===== src/rtl/adxl345_sample_unpacker_pkg.sv =====
// Shared definitions for the ADXL345 sample unpacker: FSM states and frame byte order.
package adxl345_sample_unpacker_pkg;

   typedef enum logic [1:0] {
      COLLECT   = 2'd0,
      PUBLISH   = 2'd1,
      WAIT_DONE = 2'd2
   } state_t;

   localparam int unsigned BYTES_PER_FRAME = 6;

   // Byte position of each register within one SPI burst read
   localparam logic [2:0] IDX_X0 = 3'd0;
   localparam logic [2:0] IDX_X1 = 3'd1;
   localparam logic [2:0] IDX_Y0 = 3'd2;
   localparam logic [2:0] IDX_Y1 = 3'd3;
   localparam logic [2:0] IDX_Z0 = 3'd4;
   localparam logic [2:0] IDX_Z1 = 3'd5;

endpackage


===== src/rtl/adxl345_axis_sext.sv =====
// Sign-extends the low RES_BITS of a raw 16-bit axis word to DATA_WIDTH bits.
module adxl345_axis_sext #(
   parameter int unsigned DATA_WIDTH = 16,
   parameter int unsigned RES_BITS   = 10
) (
   input  logic [15:0]                   raw,
   output logic signed [DATA_WIDTH-1:0]  sext
);

   localparam int unsigned SHIFT = 16 - RES_BITS;

   logic signed [15:0] aligned;
   logic signed [15:0] ext16;

   // Left-justify the significant bits, then arithmetic-shift back to replicate the sign bit
   assign aligned = $signed(raw << SHIFT);
   assign ext16   = aligned >>> SHIFT;
   assign sext    = DATA_WIDTH'(ext16);

endmodule


===== src/rtl/adxl345_sample_unpacker.sv =====
// Assembles six SPI data bytes into signed X/Y/Z samples and holds them until the filters finish.
module adxl345_sample_unpacker
   import adxl345_sample_unpacker_pkg::*;
#(
   parameter int unsigned DATA_WIDTH   = 16,
   parameter int unsigned RES_BITS     = 10,
   parameter int unsigned DONE_TIMEOUT = 15
) (
   input  logic                         clk,
   input  logic                         i_rstn,
   input  logic                         i_byte_val,
   input  logic [7:0]                   i_byte,
   input  logic                         i_frame_start,
   input  logic                         i_filt_done,
   output logic signed [DATA_WIDTH-1:0] o_x,
   output logic signed [DATA_WIDTH-1:0] o_y,
   output logic signed [DATA_WIDTH-1:0] o_z,
   output logic                         o_dataval,
   output logic                         o_busy,
   output logic                         o_frame_err,
   output logic [15:0]                  o_frame_cnt
);

   localparam int unsigned TCNT_W = $clog2(DONE_TIMEOUT + 1);

   state_t              state, state_n;
   logic [2:0]          idx, idx_n;
   logic [TCNT_W-1:0]   tcnt, tcnt_n;
   logic                store;
   logic [2:0]          store_idx;
   logic                err_n;
   logic                publish;
   logic                release_busy;
   logic [7:0]          frame_bytes [BYTES_PER_FRAME];

   logic signed [DATA_WIDTH-1:0] x_ext, y_ext, z_ext;

   adxl345_axis_sext #(.DATA_WIDTH(DATA_WIDTH), .RES_BITS(RES_BITS)) u_sext_x (
      .raw  ({frame_bytes[IDX_X1], frame_bytes[IDX_X0]}),
      .sext (x_ext)
   );

   adxl345_axis_sext #(.DATA_WIDTH(DATA_WIDTH), .RES_BITS(RES_BITS)) u_sext_y (
      .raw  ({frame_bytes[IDX_Y1], frame_bytes[IDX_Y0]}),
      .sext (y_ext)
   );

   adxl345_axis_sext #(.DATA_WIDTH(DATA_WIDTH), .RES_BITS(RES_BITS)) u_sext_z (
      .raw  ({frame_bytes[IDX_Z1], frame_bytes[IDX_Z0]}),
      .sext (z_ext)
   );

   // Next-state, byte-capture and error decisions
   always_comb begin
      state_n      = state;
      idx_n        = idx;
      tcnt_n       = tcnt;
      store        = 1'b0;
      store_idx    = idx;
      err_n        = 1'b0;
      publish      = 1'b0;
      release_busy = 1'b0;
      case (state)
         COLLECT: begin
            if (i_byte_val) begin
               if (i_frame_start) begin
                  // A frame start mid-frame abandons the partial frame and restarts at DATAX0
                  store     = 1'b1;
                  store_idx = IDX_X0;
                  idx_n     = IDX_X1;
                  err_n     = (idx != IDX_X0);
               end else if (idx == IDX_X0) begin
                  err_n = 1'b1;
               end else begin
                  store = 1'b1;
                  if (idx == IDX_Z1) begin
                     idx_n   = IDX_X0;
                     state_n = PUBLISH;
                  end else begin
                     idx_n = idx + 3'd1;
                  end
               end
            end
         end
         PUBLISH: begin
            publish = 1'b1;
            err_n   = i_byte_val;
            tcnt_n  = '0;
            state_n = WAIT_DONE;
         end
         WAIT_DONE: begin
            err_n = i_byte_val;
            if (i_filt_done) begin
               state_n      = COLLECT;
               release_busy = 1'b1;
               tcnt_n       = '0;
            end else if (tcnt == TCNT_W'(DONE_TIMEOUT - 1)) begin
               state_n      = COLLECT;
               release_busy = 1'b1;
               err_n        = 1'b1;
               tcnt_n       = '0;
            end else begin
               tcnt_n = tcnt + 1'b1;
            end
         end
         default: begin
            state_n = COLLECT;
            idx_n   = IDX_X0;
            tcnt_n  = '0;
         end
      endcase
   end

   // State, byte storage and registered outputs
   always_ff @(posedge clk) begin
      if (!i_rstn) begin
         state       <= COLLECT;
         idx         <= IDX_X0;
         tcnt        <= '0;
         o_x         <= '0;
         o_y         <= '0;
         o_z         <= '0;
         o_dataval   <= 1'b0;
         o_busy      <= 1'b0;
         o_frame_err <= 1'b0;
         o_frame_cnt <= '0;
         for (int unsigned i = 0; i < BYTES_PER_FRAME; i++) begin
            frame_bytes[i] <= '0;
         end
      end else begin
         state       <= state_n;
         idx         <= idx_n;
         tcnt        <= tcnt_n;
         o_frame_err <= err_n;
         o_dataval   <= publish;
         if (store) begin
            frame_bytes[store_idx] <= i_byte;
         end
         if (publish) begin
            o_x         <= x_ext;
            o_y         <= y_ext;
            o_z         <= z_ext;
            o_frame_cnt <= o_frame_cnt + 16'd1;
            o_busy      <= 1'b1;
         end else if (release_busy) begin
            o_busy <= 1'b0;
         end
      end
   end

endmodule

===== config.mk =====
export PLATFORM = sky130hd
export DESIGN_NAME = adxl345_sample_unpacker
export DESIGN_NICKNAME = d
export VERILOG_FILES = /design/src/rtl/adxl345_sample_unpacker_pkg.sv /design/src/rtl/adxl345_axis_sext.sv /design/src/rtl/adxl345_sample_unpacker.sv
export SDC_FILE = /design/constraint.sdc
export NUM_CORES = 1
export LEC_CHECK = 0
export CORE_MARGIN = 2
export CORE_UTILIZATION = 45
export CTS_CLUSTER_SIZE = 10
export DETAILED_ROUTE_END_ITERATION = 8
export GPL_ROUTABILITY_DRIVEN = 0
export PLACE_DENSITY = 0.74
export SLEW_MARGIN = 20
export SYNTH_ARGS = -nofsm -noshare
export SYNTH_HDL_FRONTEND = slang
export SYNTH_SLANG_ARGS = --single-unit

===== constraint.sdc =====
create_clock -name clk -period 2.85 [get_ports clk]
set_clock_uncertainty 0.05 [all_clocks]
set_input_delay 0.57 -clock clk [delete_from_list [all_inputs] [get_ports clk]]
set_output_delay 0.57 -clock clk [all_outputs]
set_load 0.05 [all_outputs]

**Word level (Yosys, flattened, before mapping)**

Memories as Yosys holds them, arrays and structs flattened. A register that Yosys moved wholly into a read port is not among the register bits.
Cells that the tools add are included.

- Bits in registers: 28
- Bits in writable memories: 48
- Output and inout bits: 67
- Logic and storage cells: 77
- Memories: 1

- Add/sub/neg operators: 3
- Equal/unequal tests: 10
- Mux-type cells: 41
- Bitwise gates (word level): 1
- Reductions and logical operators: 14

Memory list:

| memory | depth | width | read ports | clocked after memory_dff | wr ports | RTL line | RTL |
|---|---|---|---|---|---|---|---|
| frame_bytes | 6 | 8 | 6 | 6 | 6 | adxl345_sample_unpacker.sv:34 | `logic [7:0] frame_bytes [BYTES_PER_FRAME];` |

Operators by type and width:

| cell | count |
|---|---|
| two-way mux 3 bit | 8 |
| two-way mux 1 bit | 20 |
| adder 16 x 1 -> 16 bit, second input constant | 1 |
| two-way mux 2 bit | 6 |
| two-way mux 4 bit | 2 |
| two-way mux 8 bit | 1 |
| inequality test 2 bit, second input constant | 4 |
| case mux 4 bit (2 select lines) | 1 |
| OR reduction 8 bit | 1 |
| zero test 1 bit | 6 |
| inequality test 3 bit, second input constant | 2 |
| case mux 2 bit (3 select lines) | 1 |
| case mux 3 bit (2 select lines) | 1 |
| AND reduction 5 bit | 1 |
| adder 4 x 1 -> 4 bit, second input constant | 1 |
| == test 4 bit, second input constant | 1 |
| adder 3 x 1 -> 3 bit, second input constant | 1 |
| == test 3 bit, second input constant | 1 |
| zero test 3 bit | 1 |
| case mux 1 bit (3 select lines) | 1 |
| AND reduction 3 bit | 1 |
| nonzero test 3 bit | 1 |
| == test 2 x 1 -> 1 bit, second input constant | 1 |
| == test 2 bit, second input constant | 1 |
| other kinds (4) | 4 |

**Longest topological paths before layout**

Gate-level depths: netlist of the first run.

- Depth after elaboration: 10
- Gate-level depth with buffers: 7
- Gate-level depth less buffers: 6

**Modules after synthesis**

A second synthesis of the first run with hierarchy kept.

- Cell total of the unflattened synthesis: 493
- Area, all modules: 5268.8 sq um

Modules (own cells, without submodules):

| module | instances | cells each | area an instance (sq um) | sequential area each (sq um) |
|---|---|---|---|---|
| adxl345_sample_unpacker | 1 | 445 | 4908.5 | 2962.8 |
| adxl345_axis_sext | 3 | 16 | 120.1 | 0.0 |

**Worst setup path after synthesis of the first run**

No wires, ideal clock.

- Path type: input to register
- Start: input port i_frame_start
- End: memory frame_bytes[0][0] (enable)
- Setup time: 0.384 ns
- Arrival: 1.791 ns
- Data required time: 2.416 ns
- Setup slack: 0.625 ns
- Cell stages on the path: 4
- Path buffers: 0
- Path through: inv_1 ha_1 nand4b_1 o21ai_0

RTL lines:

| element | RTL line | RTL |
|---|---|---|
| from (decl) | adxl345_sample_unpacker.sv:13 | `input logic i_frame_start,` |
| to (decl) | adxl345_sample_unpacker.sv:34 |  |

==> results.md, run 1 <==
- Status: complete, no violations
- Post-synthesis sequential area ratio: a little over half
- Most frequent cell after synthesis: dfxtp_1
- PortBufs: between 70 and 80
- Total track usage: 16.1%
- Top cells by count, synth: dfxtp_1, nor2b_1, mux2i_1
- Final hold viol count: 0
- Yosys cell types: 35
- CTS tree: yes
- Top cell type by total area after synthesis: dfxtp_1
- Crit-path most repeated cell: nand2_1
- Setup TNS: 0 ps
- Hold buffer count at cts: 0
- Synth Register Bits: 88
- Post-DP HPWL: approximately 5600 um
- Mapped Area: ~3900 um^2
- Worst-case hold slack: about 440 ps
- Number of diodes: 0
- Ys async rst share: 0%
- Leak: around 1.7 nW
- Core area: between 8000 and 9000 um^2
- Antenna Nets Post-Route: 0
- RSZ-0062 raised after global routing: false
- Pins Over Slew Limit: 0
- Layout Area Growth over Synthesis: 25.3%
- CTS clk-pin slew, worst paths: approximately 90 ps
- Avg WL per Cell: approximately 14 um
- Worst rel slew slack: between 50% and 60%
- Synthesized area per cell: about 11 um^2
- Fmax: between 400 and 500 MHz
- Initial Util: between 40% and 50%
- Die footprint: around 9400 um^2
- Largest net degree at the start of global routing: 51
- Maximum vdd drop: 0.229 mV
- Nets: between 400 and 500
- Drt via density: ~5.0
- Clock Sinks: 88
- DR vias: 2710
- CP startpoint kind: input pin
- # DRC: 0
- Slowest cell on crit path: clkdlybuf4s50_1
- Worst-Margin Slew: just over 600 ps
- Max Cap Violations: 0
- Post-synth EDFFs: 30
- Die X: around 97 um
- Num CTS Buffers: 9
- Top cells by area, synth: dfxtp_1, edfxtp_1, mux2i_1, nor2b_1, and2_1
- Setup CP Type: input pin to flip-flop
- Worst hold path type: flip-flop to flip-flop
- Setup Fix Bufs, Post-CTS: 0
- H-Tree Depth: 3
- Min Clock Period, post-route: 2280 ps
- Power density over the cells: about 480 nW/um^2
- DRT iter0 DRCs: 116
- Vias in the first global route: between 2k and 2.5k
- Main synth FF type: dfxtp_1
- First-pass GRT wire length: approximately 12000 um
- CP required: 2830 ps
- CTS Root Buffer Type: clkbuf_8
- Finish-stage setup viols: 0
- Post-Syn Instances: between 300 and 400
- Row Count: 33
- Routed WL: just under 8000 um
- # IOs: 80
- Synth top area share: a little under a third
- Die height: between 90 and 100 um
- Crit path cell chain: clkdlybuf4s50_1 -> inv_1 -> ha_1 -> nand4b_1 -> nor3b_2 -> nand2_1 -> nand2_1
- Worst-Skew Late Latency: ~350 ps
- Initial antenna violation count: 0
- Synth warn: 0
- Max incr delay on CP: about 520 ps
- Layout cells sized above 1: 5.73%
- Syn nets: roughly 390
- CP endpoint kind: flip-flop
- Crit path max fanout: 8
- Clock buffer depth: 2
- PostCTS Resize Cnt: 0
- DR pass1 iterations: 4
- Final period util: 79.9%
- Global route overflow: 0
- Worst EP arrival: approximately 2300 ps
final cells by class:
cell class | instances | area, um^2
Clock inverter | 7 | 80.1
Sequential cell | 88 | 2060
Tap cell | 105 | 131
Timing Repair Buffer | 85 | 831
Multi-Input combinational cell | 237 | 1580
Inverter | 10 | 37.5
Clock buffer | 9 | 124
Fill cell | 736 | 3410
routing by layer:
metal	routed length (um)	part of all wire [%]	global-route usage (%)
met5	0	0	0
met4	145	1.9	7.48
met3	263	3.4	2.75
met2	3610	47	25.1
met1	3670	48	21.8
through the flow:
step | instances | setup WS, ps | utilization [%] | instance area (um^2) | power, mW
after floorplan | 366 | 625 | - | 3870 | 1.42
after global placement | 525 | 239 | 56.2 | 4640 | 1.47
after detailed placement | 525 | 213 | 56.2 | 4640 | 1.47
after CTS | 541 | 548 | 58.7 | 4850 | 2.33
after global routing | 541 | 305 | 58.7 | 4850 | 2.39
final | 541 | 572 | 58.7 | 4850 | 2.30
sequential cells by signal, summed over array words and instances, names as in the netlist:
| signal | cells |
|---|---|
| frame_bytes | 30 |
| o_frame_cnt | 16 |
| o_x | 10 |
| o_y | 10 |
| o_z | 10 |
| tcnt | 4 |
| idx | 3 |
| state | 2 |
| o_busy | 1 |
| o_dataval | 1 |
| o_frame_err | 1 |
power breakdown:
| part | switching [mW] | internal [mW] |
|---|---|---|
| clock | 0.448 | 0.412 |
| combinational | 0.0656 | 0.0458 |
| sequential | 0.0116 | 1.32 |
| total | 0.525 | 1.78 |
critical path: cells and delay by family:
kind	cells	cell delay, ps
adder cells (fa/ha/maj)	1	230
AND/OR/NAND/NOR	4	850
buffers and inverters	2	610
kinds of logic (layout without fill, tap and decap cells):
logic type	count (synthesis)	count (layout)	synth area share (%)
xor+xnor	11	11	2.49
simple gates	153	153	21.8
buf+inv	41	111	5.86
fa+ha+maj	9	9	2.91
compound gates	30	30	4.79
flops	88	88	53.3
mux	34	34	8.80
placed cells by master, fill, tap and decap left out, drive strengths merged, types with 2 or more instances in the layout:
| master | count |
|---|---|
| or3 | 3 |
| nand3b | 2 |
| nand3 | 7 |
| nor3b | 2 |
| nand4 | 6 |
| o21a | 2 |
| and3 | 9 |
| nor4 | 6 |
| o21ai | 13 |
| clkinv | 3 |
| xor2 | 5 |
| xnor2 | 6 |
| clkinvlp | 2 |
| o31ai | 3 |
| clkbuf | 9 |
| edfxtp | 30 |
| and2 | 24 |
| a21boi | 7 |
| nor3 | 4 |
| dfxtp | 58 |
| a21oi | 3 |
| mux2i | 34 |
| clkdlybuf4s50 | 78 |
| ha | 9 |
| inv | 11 |
| nand2 | 28 |
| buf | 7 |
| nor2b | 36 |
| nand2b | 5 |
| nor2 | 18 |
worst paths after layout:
path | startpoint | end | slack (ps) | depth (start not counted)
hold reg to reg | o_frame_cnt[15] | o_frame_cnt[15] | 440 | 2
setup / recovery | i_frame_start | frame_bytes[2][0] | 570 | 7
hold / removal | o_frame_cnt[15] | o_frame_cnt[15] | 440 | 2
setup reg to reg | state[1] | frame_bytes[1][0] | 570 | 6
Power figures use the tool's default switching activity.
==> inputs of run 2 (changes only) <==
==> constraint.sdc (replaced) <==
create_clock -name clk -period 2.2 [get_ports clk]
set_clock_uncertainty 0.05 [all_clocks]
set_input_delay 0.44 -clock clk [delete_from_list [all_inputs] [get_ports clk]]
set_output_delay 0.44 -clock clk [all_outputs]
set_load 0.05 [all_outputs]
==> run 2 against run 1 <==
Sequential share of layout area is 1.3 points lower. Power is 29% higher. Clock power increased by 27%. Global-route usage grew 1.2 points. Critical path type is now flip-flop to output port.
==> results.md, run 2 (synthesis results as in run 1) <==
- Hold buffer count at cts: 0
- Global route overflow: 0
- Biggest regs: frame_bytes x30, o_frame_cnt x16
- Tot Pwr: roughly 3.0 mW
- PostCTS Resize Cnt: 0
- Die height: between 90 and 100 um
- Commonest cells after routing, fill and taps aside: clkdlybuf4s50_1, dfxtp_1, nor2b_1
- Nets: 470
- Largest net degree at the start of global routing: 52
- Max Cap Violations: 0
- Setup CP Type: flip-flop to output port
- Clock buffer depth: 2
- Pins Over Slew Limit: 0
- Core area: roughly 8300 um^2
- Power density over the cells: ~600 nW/um^2
- Vias in the first global route: between 2k and 3k
- CP startpoint kind: flip-flop
- Crit path cell chain: clkdlybuf4s50_1
- Crit path max-delay family: buffers and inverters
- PortBufs: 79
- Slowest cell on crit path: clkdlybuf4s50_1
- Avg WL per Cell: ~14 um
- CP required: about 1700 ps
- Commonest non-fill, non-tap cell in the layout: clkdlybuf4s50_1
- H-Tree Depth: 3
- CTS clk-pin slew, worst paths: 90 ps
- Max incr delay on CP: 850 ps
- Worst-Margin Slew: ~530 ps
- CTS tree: yes
- Met2 routed WL: around 3700 um
- Number of diodes: 0
- Post-route cell area: about 5000 um^2
- R2r endpoint: frame_bytes[5][1]
- Worst-case hold slack: 437 ps
- # DRC: 0
- Post-DP Area: approximately 4800 um^2
- DR WL met3: approximately 370 um
- Clock Sinks: 88
- DR pass1 iterations: 5
- Antenna Nets Post-Route: 0
- Leak: between 2 and 2.5 nW
- Reg-to-Reg Start: state[1]
- DRT iter0 DRCs: approximately 130
- Met1 Wirelength: ~3600 um
- Buf/Inv on CP: 1
- Final period util: a little over nine tenths
- Worst hold path type: flip-flop to flip-flop
- Hold Path Sink: o_frame_cnt[15]
- Fmax: approximately 470 MHz
- Status: complete, no violations
- Worst r2r path cells: 7
- Worst rel slew slack: 64.7%
- Num CTS Buffers: 9
- Hold Crit Depth: 2
- # IOs: 80
- Min Clock Period, post-route: approximately 2100 ps
- Final hold viol count: 0
- Row Count: 33
- Most flops, register: frame_bytes
- Maximum vdd drop: roughly 0.31 mV
- CTS Root Buffer Type: clkbuf_8
- DR vias: ~2.7k
- Worst EP arrival: about 1600 ps
- R2r setup slk: 240 ps
- Layout cells sized above 1: under 10%
- Crit path max fanout: 8
- Post-DP HPWL: roughly 5800 um
- Finish-stage setup viols: 0
- Layout Area Growth over Synthesis: 29.3%
- Hold Path Origin: o_frame_cnt[15]
- Total track usage: between 10% and 20%
- Initial Util: 46.8%
- Die X: 96.7 um
- CP endpoint kind: output port
- Worst-Skew Late Latency: between 300 and 400 ps
- First-pass GRT wire length: ~13000 um
- Drt via density: between 4 and 5
- Die footprint: 9350 um^2
- Max reg flops: 30
- Top sig layer: met4
- Setup Fix Bufs, Post-CTS: 0
- Routed WL: just under 8000 um
- Initial antenna violation count: 0
- Post-layout util: between 60% and 70%
[run 2: cell types whose count changed in the layout (fill, tap and decap cells not counted), moves of 2 or more]
cell / before / now
buf_4: 6 / 23
clkdlybuf4s50_1: 78 / 65
dlymetal6s2s_1: 0 / 13
clkinv_1: 0 / 2
clkinv_4: 3 / 0
[run 2: worst register-to-register path, stage by stage, from the launching register on]
cell      delay [ps]
dfxtp_1          350
inv_1            120
ha_1             270
nand2_1          100
o31ai_1          240
buf_4            160
a21boi_0         240
buf_4            160
[run 2: layout make-up]
class / instances / area, um^2
fillers: 718 / 3260
flip-flops and latches: 88 / 2060
multi-input cells: 237 / 1580
repair buffers: 102 / 991
well taps: 105 / 131
clock buffers: 9 / 124
clock inverters: 7 / 71.3
inverters: 10 / 37.5
[run 2: worst max path at each step]
stage	endpoint	start	slack, ps	depth (start not counted)
after floorplan	frame_bytes[0][0]	idx[2]	100	4
after global routing	o_x[14]	o_x[9]	-20	1
after CTS	o_x[10]	o_x[9]	20	1
after global placement	frame_bytes[2][2]	i_frame_start	-200	7
after detailed placement	frame_bytes[2][2]	i_frame_start	-270	7
final	o_x[14]	o_x[9]	70	1
[run 2: metrics by stage]
| step | worst slack [ps] | setup TNS (ps) | std cells |
|---|---|---|---|
| global placement | -203 | -3940 | 542 |
| global route | -20.2 | -38.9 | 558 |
| finish | 67.2 | 0 | 558 |
| CTS | 15.7 | 0 | 558 |
| detailed placement | -267 | -6170 | 542 |
| floorplan | 103 | 0 | 366 |
[run 2: metal layers]
layer / vias to the layer above / global-route usage, %
met5: - / 0
met4: 0 / 6.83
met3: 5 / 2.67
met2: 56 / 28.1
met1: 1271 / 23.0
li1: 1396 / -
[run 2: power breakdown]
| group | switching [mW] | total [mW] | internal [mW] |
|---|---|---|---|
| sequential | 0.0140 | 1.72 | 1.71 |
| combinational | 0.0899 | 0.166 | 0.0758 |
| clock | 0.567 | 1.09 | 0.525 |
